## config.mk

```make
export PLATFORM = sky130hd
export DESIGN_NAME = init_reset_sequencer
export DESIGN_NICKNAME = d
export VERILOG_FILES = /design/src/rtl/init_reset_sequencer.sv
export SDC_FILE = /design/constraint.sdc
export NUM_CORES = 1
export LEC_CHECK = 0
export BUFFER_PORTS_ARGS = -buffer_cell sky130_fd_sc_hd__buf_2
export CAP_MARGIN = 10
export CORE_MARGIN = 4
export CORE_UTILIZATION = 28
export CTS_CLUSTER_SIZE = 20
export DETAILED_ROUTE_END_ITERATION = 8
export GPL_ROUTABILITY_DRIVEN = 0
export PLACE_DENSITY = 0.44
export SLEW_MARGIN = 10
export SYNTH_ARGS = -nofsm -noshare
export SYNTH_HDL_FRONTEND = slang
export SYNTH_SLANG_ARGS = --single-unit
export TNS_END_PERCENT = 30
```

## constraint.sdc

```tcl
create_clock -name CLK -period 3.8 [get_ports CLK]
set_clock_uncertainty 0.15 [all_clocks]
set_input_delay 0.57 -clock CLK [delete_from_list [all_inputs] [get_ports CLK]]
set_output_delay 0.57 -clock CLK [all_outputs]
set_load 0.1 [all_outputs]
```

## src/rtl/init_reset_sequencer.sv

```systemverilog
// Staggered fabric reset release: qualifies the init-monitor, supply, PLL and
// external reset inputs, then releases NUM_STAGES active-low resets in order.
module init_reset_sequencer #(
    parameter int NUM_BANKS     = 7,
    parameter int SYNC_STAGES   = 2,
    parameter int STABLE_CYCLES = 1024,
    parameter int STAGE_GAP     = 16,
    parameter int NUM_STAGES    = 3
) (
    input  logic                  CLK,
    input  logic                  FABRIC_POR_N,
    input  logic                  DEVICE_INIT_DONE,
    input  logic [NUM_BANKS-1:0]  BANK_VDDI_STATUS,
    input  logic                  PLL_LOCK,
    input  logic                  EXT_RST_N,
    output logic [NUM_STAGES-1:0] RESET_N_OUT,
    output logic                  READY,
    output logic [1:0]            SEQ_STATE,
    output logic [7:0]            DROP_COUNT
);

    localparam int NUM_QUAL = NUM_BANKS + 3;
    localparam int CNT_W    = (STABLE_CYCLES > 1) ? $clog2(STABLE_CYCLES) : 1;
    localparam int GAP_W    = (STAGE_GAP > 1) ? $clog2(STAGE_GAP) : 1;
    localparam int STG_W    = (NUM_STAGES > 1) ? $clog2(NUM_STAGES) : 1;

    localparam logic [CNT_W-1:0] CNT_LAST = CNT_W'(STABLE_CYCLES - 1);
    localparam logic [GAP_W-1:0] GAP_LAST = GAP_W'(STAGE_GAP - 1);
    localparam logic [STG_W-1:0] STG_LAST = STG_W'(NUM_STAGES - 1);
    localparam logic [STG_W-1:0] STG_ONE  = STG_W'(1);

    typedef enum logic [1:0] {
        S_WAIT    = 2'd0,
        S_STABLE  = 2'd1,
        S_RELEASE = 2'd2,
        S_RUN     = 2'd3
    } seq_state_t;

    logic [NUM_QUAL-1:0] qual_raw;
    logic [NUM_QUAL-1:0] sync_q [SYNC_STAGES];
    logic                ok_s;

    seq_state_t          state_q, state_d;
    logic [CNT_W-1:0]    cnt_q, cnt_d;
    logic [GAP_W-1:0]    gap_q, gap_d;
    logic [STG_W-1:0]    stage_q, stage_d;
    logic [NUM_STAGES-1:0] rst_q, rst_d;
    logic                ready_q, ready_d;
    logic [7:0]          drop_q, drop_d;

    assign qual_raw = {EXT_RST_N, PLL_LOCK, BANK_VDDI_STATUS, DEVICE_INIT_DONE};

    // Every qualifier gets its own chain; all chains clear to "not good".
    always_ff @(posedge CLK or negedge FABRIC_POR_N) begin
        if (!FABRIC_POR_N) begin
            for (int i = 0; i < SYNC_STAGES; i++) begin
                sync_q[i] <= '0;
            end
        end else begin
            sync_q[0] <= qual_raw;
            for (int i = 1; i < SYNC_STAGES; i++) begin
                sync_q[i] <= sync_q[i-1];
            end
        end
    end

    assign ok_s = &sync_q[SYNC_STAGES-1];

    always_ff @(posedge CLK or negedge FABRIC_POR_N) begin
        if (!FABRIC_POR_N) begin
            state_q <= S_WAIT;
            cnt_q   <= '0;
            gap_q   <= '0;
            stage_q <= '0;
            rst_q   <= '0;
            ready_q <= 1'b0;
            drop_q  <= '0;
        end else begin
            state_q <= state_d;
            cnt_q   <= cnt_d;
            gap_q   <= gap_d;
            stage_q <= stage_d;
            rst_q   <= rst_d;
            ready_q <= ready_d;
            drop_q  <= drop_d;
        end
    end

    always_comb begin
        state_d = state_q;
        cnt_d   = cnt_q;
        gap_d   = gap_q;
        stage_d = stage_q;
        rst_d   = rst_q;
        ready_d = ready_q;
        drop_d  = drop_q;

        case (state_q)
            S_WAIT: begin
                rst_d   = '0;
                ready_d = 1'b0;
                if (ok_s) begin
                    state_d = S_STABLE;
                    cnt_d   = '0;
                end
            end

            S_STABLE: begin
                if (!ok_s) begin
                    state_d = S_WAIT;
                end else if (cnt_q == CNT_LAST) begin
                    rst_d[0] = 1'b1;
                    gap_d    = '0;
                    if (NUM_STAGES == 1) begin
                        state_d = S_RUN;
                        ready_d = 1'b1;
                    end else begin
                        state_d = S_RELEASE;
                        stage_d = STG_ONE;
                    end
                end else begin
                    cnt_d = cnt_q + 1'b1;
                end
            end

            S_RELEASE: begin
                if (!ok_s) begin
                    state_d = S_WAIT;
                    rst_d   = '0;
                    ready_d = 1'b0;
                    if (drop_q != 8'hFF) begin
                        drop_d = drop_q + 8'd1;
                    end
                end else if (gap_q == GAP_LAST) begin
                    gap_d = '0;
                    // Only the stage pointed at is released, so order is kept.
                    for (int i = 1; i < NUM_STAGES; i++) begin
                        if (stage_q == STG_W'(i)) begin
                            rst_d[i] = 1'b1;
                        end
                    end
                    if (stage_q == STG_LAST) begin
                        state_d = S_RUN;
                        ready_d = 1'b1;
                    end else begin
                        stage_d = stage_q + 1'b1;
                    end
                end else begin
                    gap_d = gap_q + 1'b1;
                end
            end

            S_RUN: begin
                if (!ok_s) begin
                    state_d = S_WAIT;
                    rst_d   = '0;
                    ready_d = 1'b0;
                    if (drop_q != 8'hFF) begin
                        drop_d = drop_q + 8'd1;
                    end
                end
            end

            default: begin
                state_d = S_WAIT;
                rst_d   = '0;
                ready_d = 1'b0;
            end
        endcase
    end

    assign RESET_N_OUT = rst_q;
    assign READY       = ready_q;
    assign SEQ_STATE   = state_q;
    assign DROP_COUNT  = drop_q;

endmodule

```

==> results of run 1 <==
==> registers in the layout, summed over array words and instances, names as in the netlist <==
register,cells
RESET_N_OUT,3
stage_q,2
cnt_q,10
SEQ_STATE,2
sync_q,20
DROP_COUNT,8
gap_q,4
==> Yosys cell counts (2+ instances only) <==
cell type / instances
nand3_1: 14
nand4_1: 5
nor2b_1: 2
o21ai_0: 4
mux2_2: 2
a22o_1: 3
clkbuf_1: 4
dfrtp_1: 49
a31oi_1: 2
ha_1: 5
nand2_1: 16
or3_1: 2
xor2_1: 2
o31ai_1: 7
nand2b_1: 6
nor2_1: 5
xnor2_1: 3
mux2i_1: 4
nor3_1: 8
a21oi_1: 8
or4_1: 5
inv_1: 6
and3_1: 7
==> power breakdown <==
group,internal (uW),switching (uW),leakage (uW)
Sequential,532,2.19,0.000638
Combinational,5.44,11.9,0.000411
Clock,138,200,0.0000506
Total,675,214,0.00110
==> cell families (layout without fill, tap and decap cells) <==
kind of cell,after synthesis,in the layout,share of synthesized area [%]
simple gates,79,79,21.16
flops,49,49,58.09
compound gates,32,32,10.37
buf+inv,12,41,2.371
mux,6,6,2.964
fa+ha+maj,5,5,2.964
xor+xnor,5,5,2.075
==> area by class of cell <==
class	instances	area, sq um
Multi-Input combinational cell	127	834.6
Sequential cell	49	1226
Tap cell	99	123.9
Fill cell	770	4847
Timing Repair Buffer	27	140.1
Clock inverter	3	28.78
Inverter	6	22.52
Clock buffer	5	68.82
==> per-stage QoR <==
stage | util, % | instance area (sq um)
after floorplan | - | 2111
after global placement | 32.19 | 2347
after detailed placement | 32.19 | 2347
after CTS | 33.53 | 2445
after global routing | 33.53 | 2445
final | 33.53 | 2445
==> worst max path at each step <==
stage               slack (ns)             to           from
floorplan                 1.44  DROP_COUNT[1]  DROP_COUNT[0]
global placement          1.80       gap_q[2]   SEQ_STATE[1]
detailed placement        1.73       gap_q[2]       cnt_q[0]
CTS                       1.61   SEQ_STATE[1]   SEQ_STATE[1]
global route              1.55     stage_q[1]       cnt_q[0]
finish                    1.63   SEQ_STATE[1]   SEQ_STATE[1]
==> layer usage <==
layer  vias to the layer above  wire (um)  GRT usage [%]
met1                       725       2101          13.97
met2                        32       1823          15.27
met3                         4        217          2.948
met5                         -          0              0
met4                         0         36          3.005
li1                        743          -              -
==> flow_summary.yaml, run 1 <==
placed_design:
  dp_hpwl_um: 2821
  dp.cells: 308
  place_ws_ns: 1.728
  portBuffers: 25
finish:
  antenna_cells: 0
  drive_gt1_share_pct: 19.82
  nNetsFinal: 233
  final_cell_mix: "49 x dfrtp_1, 25 x buf_2, 16 x nand2_1"
  layout_commonest_cell: "dfrtp_1"
  fin_cells: 316
  area_delta_synth_final_pct: 15.83
sta:
  fin_hold_ws_ns: 0.09753
  setup_viol: 0
  fin_crit_sh_pct: 57.19
  hold_violations: 0
  report.final.slew_viol_count: 0
  max_freq_mhz: 460.1
  rsz0062_at_grt: "false"
  fin_ws_ns: 1.627
  relSlewSlack_pct: 42.84
  tns_ns: 0
  worst_pin_slew_ns: 0.8508
  min_period_ns: 2.173
yosys:
  synth-seq-cells: 49
  syn_avg_cell_area_sq_um: 11.23
  yosys.area.top_type: "dfrtp_1"
  syn_nets: 205
  yosysTopAreaCellShare_pct: 58.09
  synth-edff-count: 0
  syn_area_sq_um: 2111
  synthTopCellsByArea: "dfrtp_1 58%, nand3_1 3.3%, ha_1 3.0%"
  syn_inst: 188
  yosysUniqueCellTypes: 42
  synth_flop_cell: "dfrtp_1"
  async_flop_share_pct: 100.0
  ys_seq_area_share_pct: 58.09
  ys_warn_count: 0
clock_tree:
  clock_path_buffers: 2
  tritoncts: "done"
  clockRootBuffer: "clkbuf_8"
  cts_repair_resize_count: 0
  cts_setup_buffers: 0
  cts.sinks: 49
  hold_buffers: 0
  cts_htree_levels: 2
  clock_latency_ns: 0.30
  cts_made_buffers: 5
  clkTransAtPathRegs_ns: 0.10
worst_setup_path:
  worstSetupPathType: "register to output port"
  crit_required_ns: 3.08
  startpoint_type: "register"
  worstPathArrival_ns: 1.45
  critPathBufInv: 1
  critPathTopFamily: "flip-flops"
  regToRegStartpoint: "cnt_q[0]"
  slowest_delay_ns: 0.63
  path_max_fanout: 15
  r2r_end: "gap_q[2]"
  slowest_stage: "dfrtp_1"
  r2r_slack_ns: 1.71
  reg2reg_depth: 5
  worstPathCellList: "buf_2"
  path_depth: 1
  end_kind: "output port"
drt:
  via_per_inst: 4.759
  wl_per_cell_um: 13.22
  vias: 1504
  ant_nets: 0
  drt-pass1-iter-count: 4
  wirelength_um: 4179
  drt_iter0_drc: 42
  remaining_drc_errors: 0
global_routing:
  antenna_found_initial: 0
  grt_pass1_wl_um: 7024
  grt_overflow_total: 0
  grtUsageTotal_pct: 10.10
  grt_pass1_vias: 1451
  grt_max_degree: 29
die:
  start_util_pct: 28.95
  die-width_um: 94.83
  pin_count: 26
  core_area_sq_um: 7292
  die_height_um: 94.83
  rows: 31
  die_area_sq_um: 8992
power_and_ir_drop:
  max-vdd-ir-drop_v: 0.0001738
  leakage_uw: 0.001100
  fin_total_pwr_uw: 889.4
  powerDensity_nw_per_um2: 363.8
worst_hold_path:
  hold_class: "primary input to async pin"
flow_run:
  cap_violations: 0
run_status:
  status: "finished clean"
No activity file was read; power rests on OpenSTA's default activity.
==> run 2, diff against run 1 <==
--- a/config.mk
+++ b/config.mk
@@ -12,7 +12,7 @@
 export CTS_CLUSTER_SIZE = 20
 export DETAILED_ROUTE_END_ITERATION = 8
 export GPL_ROUTABILITY_DRIVEN = 0
-export PLACE_DENSITY = 0.44
+export PLACE_DENSITY = 0.46
 export SLEW_MARGIN = 10
 export SYNTH_ARGS = -nofsm -noshare
 export SYNTH_HDL_FRONTEND = slang
==> constraint.sdc (replaced) <==
create_clock -name CLK -period 1.97 [get_ports CLK]
set_clock_uncertainty 0.15 [all_clocks]
set_input_delay 0.2955 -clock CLK [delete_from_list [all_inputs] [get_ports CLK]]
set_output_delay 0.2955 -clock CLK [all_outputs]
set_load 0.1 [all_outputs]
==> run 2 against run 1 <==
Effect of this change: wire length is 2.7% higher; count of clock-buffer cells in the layout unchanged; non-clock buffer count grew 22; flip-flop and latch count unchanged; cell area is 12% higher; clock power rose by 130%; sequential share of layout area is 4.5 points lower; total power up 110%; global-route usage rose by 0.51 points; die area did not move.
==> flow_summary.yaml, run 2 (synthesis results as in run 1) <==
run_status:
  status: "finished clean"
die:
  rows: 31
  core_area_sq_um: 7292
  die_height_um: 94.83
  die_area_sq_um: 8992
  pin_count: 26
  die-width_um: 94.83
  start_util_pct: 28.95
finish:
  largest-register: "sync_q"
  layout_commonest_cell: "dfrtp_1"
  largest_reg_flops: 20
  drive_gt1_share_pct: 28.87
  final_cell_mix: "39 x dfrtp_1, 25 x buf_2, 16 x nand2_1"
  nNetsFinal: 255
  fin_cells: 338
  fin_area_sq_um: 2733
  area_delta_synth_final_pct: 29.46
  antenna_cells: 0
worst_setup_path:
  slowest_delay_ns: 0.39
  worstPathArrival_ns: 1.92
  crit_required_ns: 2.05
  worstPathCellList: "ha_2 -> nand2_1 -> or3_1 -> or4_1 -> a21oi_1"
  critPathTopFamily: "simple AND/OR/NAND/NOR gates"
  path_max_fanout: 4
  r2r_slack_ns: 0.13
  end_kind: "register"
  cp-endpoint: "cnt_q[8]"
  r2r_end: "cnt_q[8]"
  reg2reg_depth: 5
  regToRegStartpoint: "cnt_q[1]"
  startpoint: "cnt_q[1]"
  path_depth: 5
  startpoint_type: "register"
  worstSetupPathType: "register to register"
  slowest_stage: "or4_1"
  critPathBufInv: 0
flow_run:
  cap_violations: 0
placed_design:
  post_dp_cell_area_sq_um: 2492
  portBuffers: 25
  dp_hpwl_um: 3009
  place_ws_ns: 0.1028
  dp.cells: 319
worst_hold_path:
  hold_class: "register to register"
  hold_path_depth: 0
drt:
  remaining_drc_errors: 0
  drt_iter0_drc: 50
  wirelength_um: 4290
  via_per_inst: 4.621
  ant_nets: 0
  vias: 1562
  wl_per_cell_um: 12.69
  drt-pass1-iter-count: 4
sta:
  max_freq_mhz: 544.3
  report.final.slew_viol_count: 0
  fin_ws_ns: 0.1329
  hold_violations: 0
  fin_hold_ws_ns: 0.2063
  worst_pin_slew_ns: 0.5098
  fin_crit_sh_pct: 93.26
  min_period_ns: 1.837
  relSlewSlack_pct: 66.02
  setup_viol: 0
global_routing:
  grtUsageTotal_pct: 10.61
  antenna_found_initial: 0
  grt_pass1_wl_um: 7486
  grt_overflow_total: 0
  grt_max_degree: 31
  grt_pass1_vias: 1556
power_and_ir_drop:
  leakage_uw: 0.001200
  max-vdd-ir-drop_v: 0.0004893
  powerDensity_nw_per_um2: 675.2
clock_tree:
  cts.sinks: 49
  clock_latency_ns: 0.30
  clkTransAtPathRegs_ns: 0.10
  cts_htree_levels: 2
  tritoncts: "done"
  clock_path_buffers: 2
  cts_made_buffers: 5
  clockRootBuffer: "clkbuf_8"
==> run 2: cell count changes in the layout (fill, tap and decap cells not counted), sizes merged <==
cell,previous run,this run
buf,27,38
dlygate4sd3,0,11
inv,8,7
bufinv,0,1
==> run 2: repair_timing <==
action,in CTS,in global routing
hold buffers,11,0
hold endpoints to repair,29,0
buffers inserted,0,0
gates resized for setup,0,3
endpoints found under the setup margin,0,14
==> run 2: worst register-to-register path: stages, from the launching register on <==
cell     delay (ns)
dfrtp_1        0.37
ha_2           0.21
nand2_1        0.11
or3_1          0.38
or4_1          0.39
a21oi_1        0.16
==> run 2: cell type report <==
| type | count | area, sq um |
|---|---|---|
| fill | 794 | 4559 |
| sequential | 49 | 1246 |
| tap | 99 | 123.9 |
| clock buffer | 5 | 68.82 |
| clock inverter | 3 | 50.05 |
| timing repair buffer | 49 | 357.8 |
| inverter | 6 | 22.52 |
| multi-input combinational | 127 | 863.3 |
==> run 2: worst min-delay path by stage <==
| stage | from | endpoint | slack, ns |
|---|---|---|---|
| after global placement | FABRIC_POR_N | cnt_q[6] | 0.15 |
| after global routing | sync_q[19] | sync_q[9] | 0.22 |
| after CTS | sync_q[16] | sync_q[6] | 0.21 |
| after floorplan | FABRIC_POR_N | DROP_COUNT[2] | -0.15 |
| after detailed placement | FABRIC_POR_N | cnt_q[6] | 0.15 |
| final | sync_q[16] | sync_q[6] | 0.21 |
==> run 2: report_power, final <==
group	internal, uW	switching [uW]
clock	390	372
combinational	27.5	26.4
sequential	1030	4.41
total	1440	402
==> run 2: metal layers <==
| layer | vias to the layer above | track usage, % | routed length, um |
|---|---|---|---|
| li1 | 785 | - | - |
| met1 | 746 | 14.99 | 2246 |
| met2 | 27 | 16.44 | 1867 |
| met3 | 4 | 2.470 | 146 |
| met4 | 0 | 2.524 | 29 |
| met5 | - | 0 | 0 |
==> run 2: through the flow <==
step                      total power (uW)  TNS (ns)  utilization, %
after floorplan                       1052         0               -
after global placement                1090         0           34.18
after detailed placement              1090         0           34.18
after CTS                             1874         0           37.32
after global routing                  1922   -0.1635           37.47
final                                 1845         0           37.47
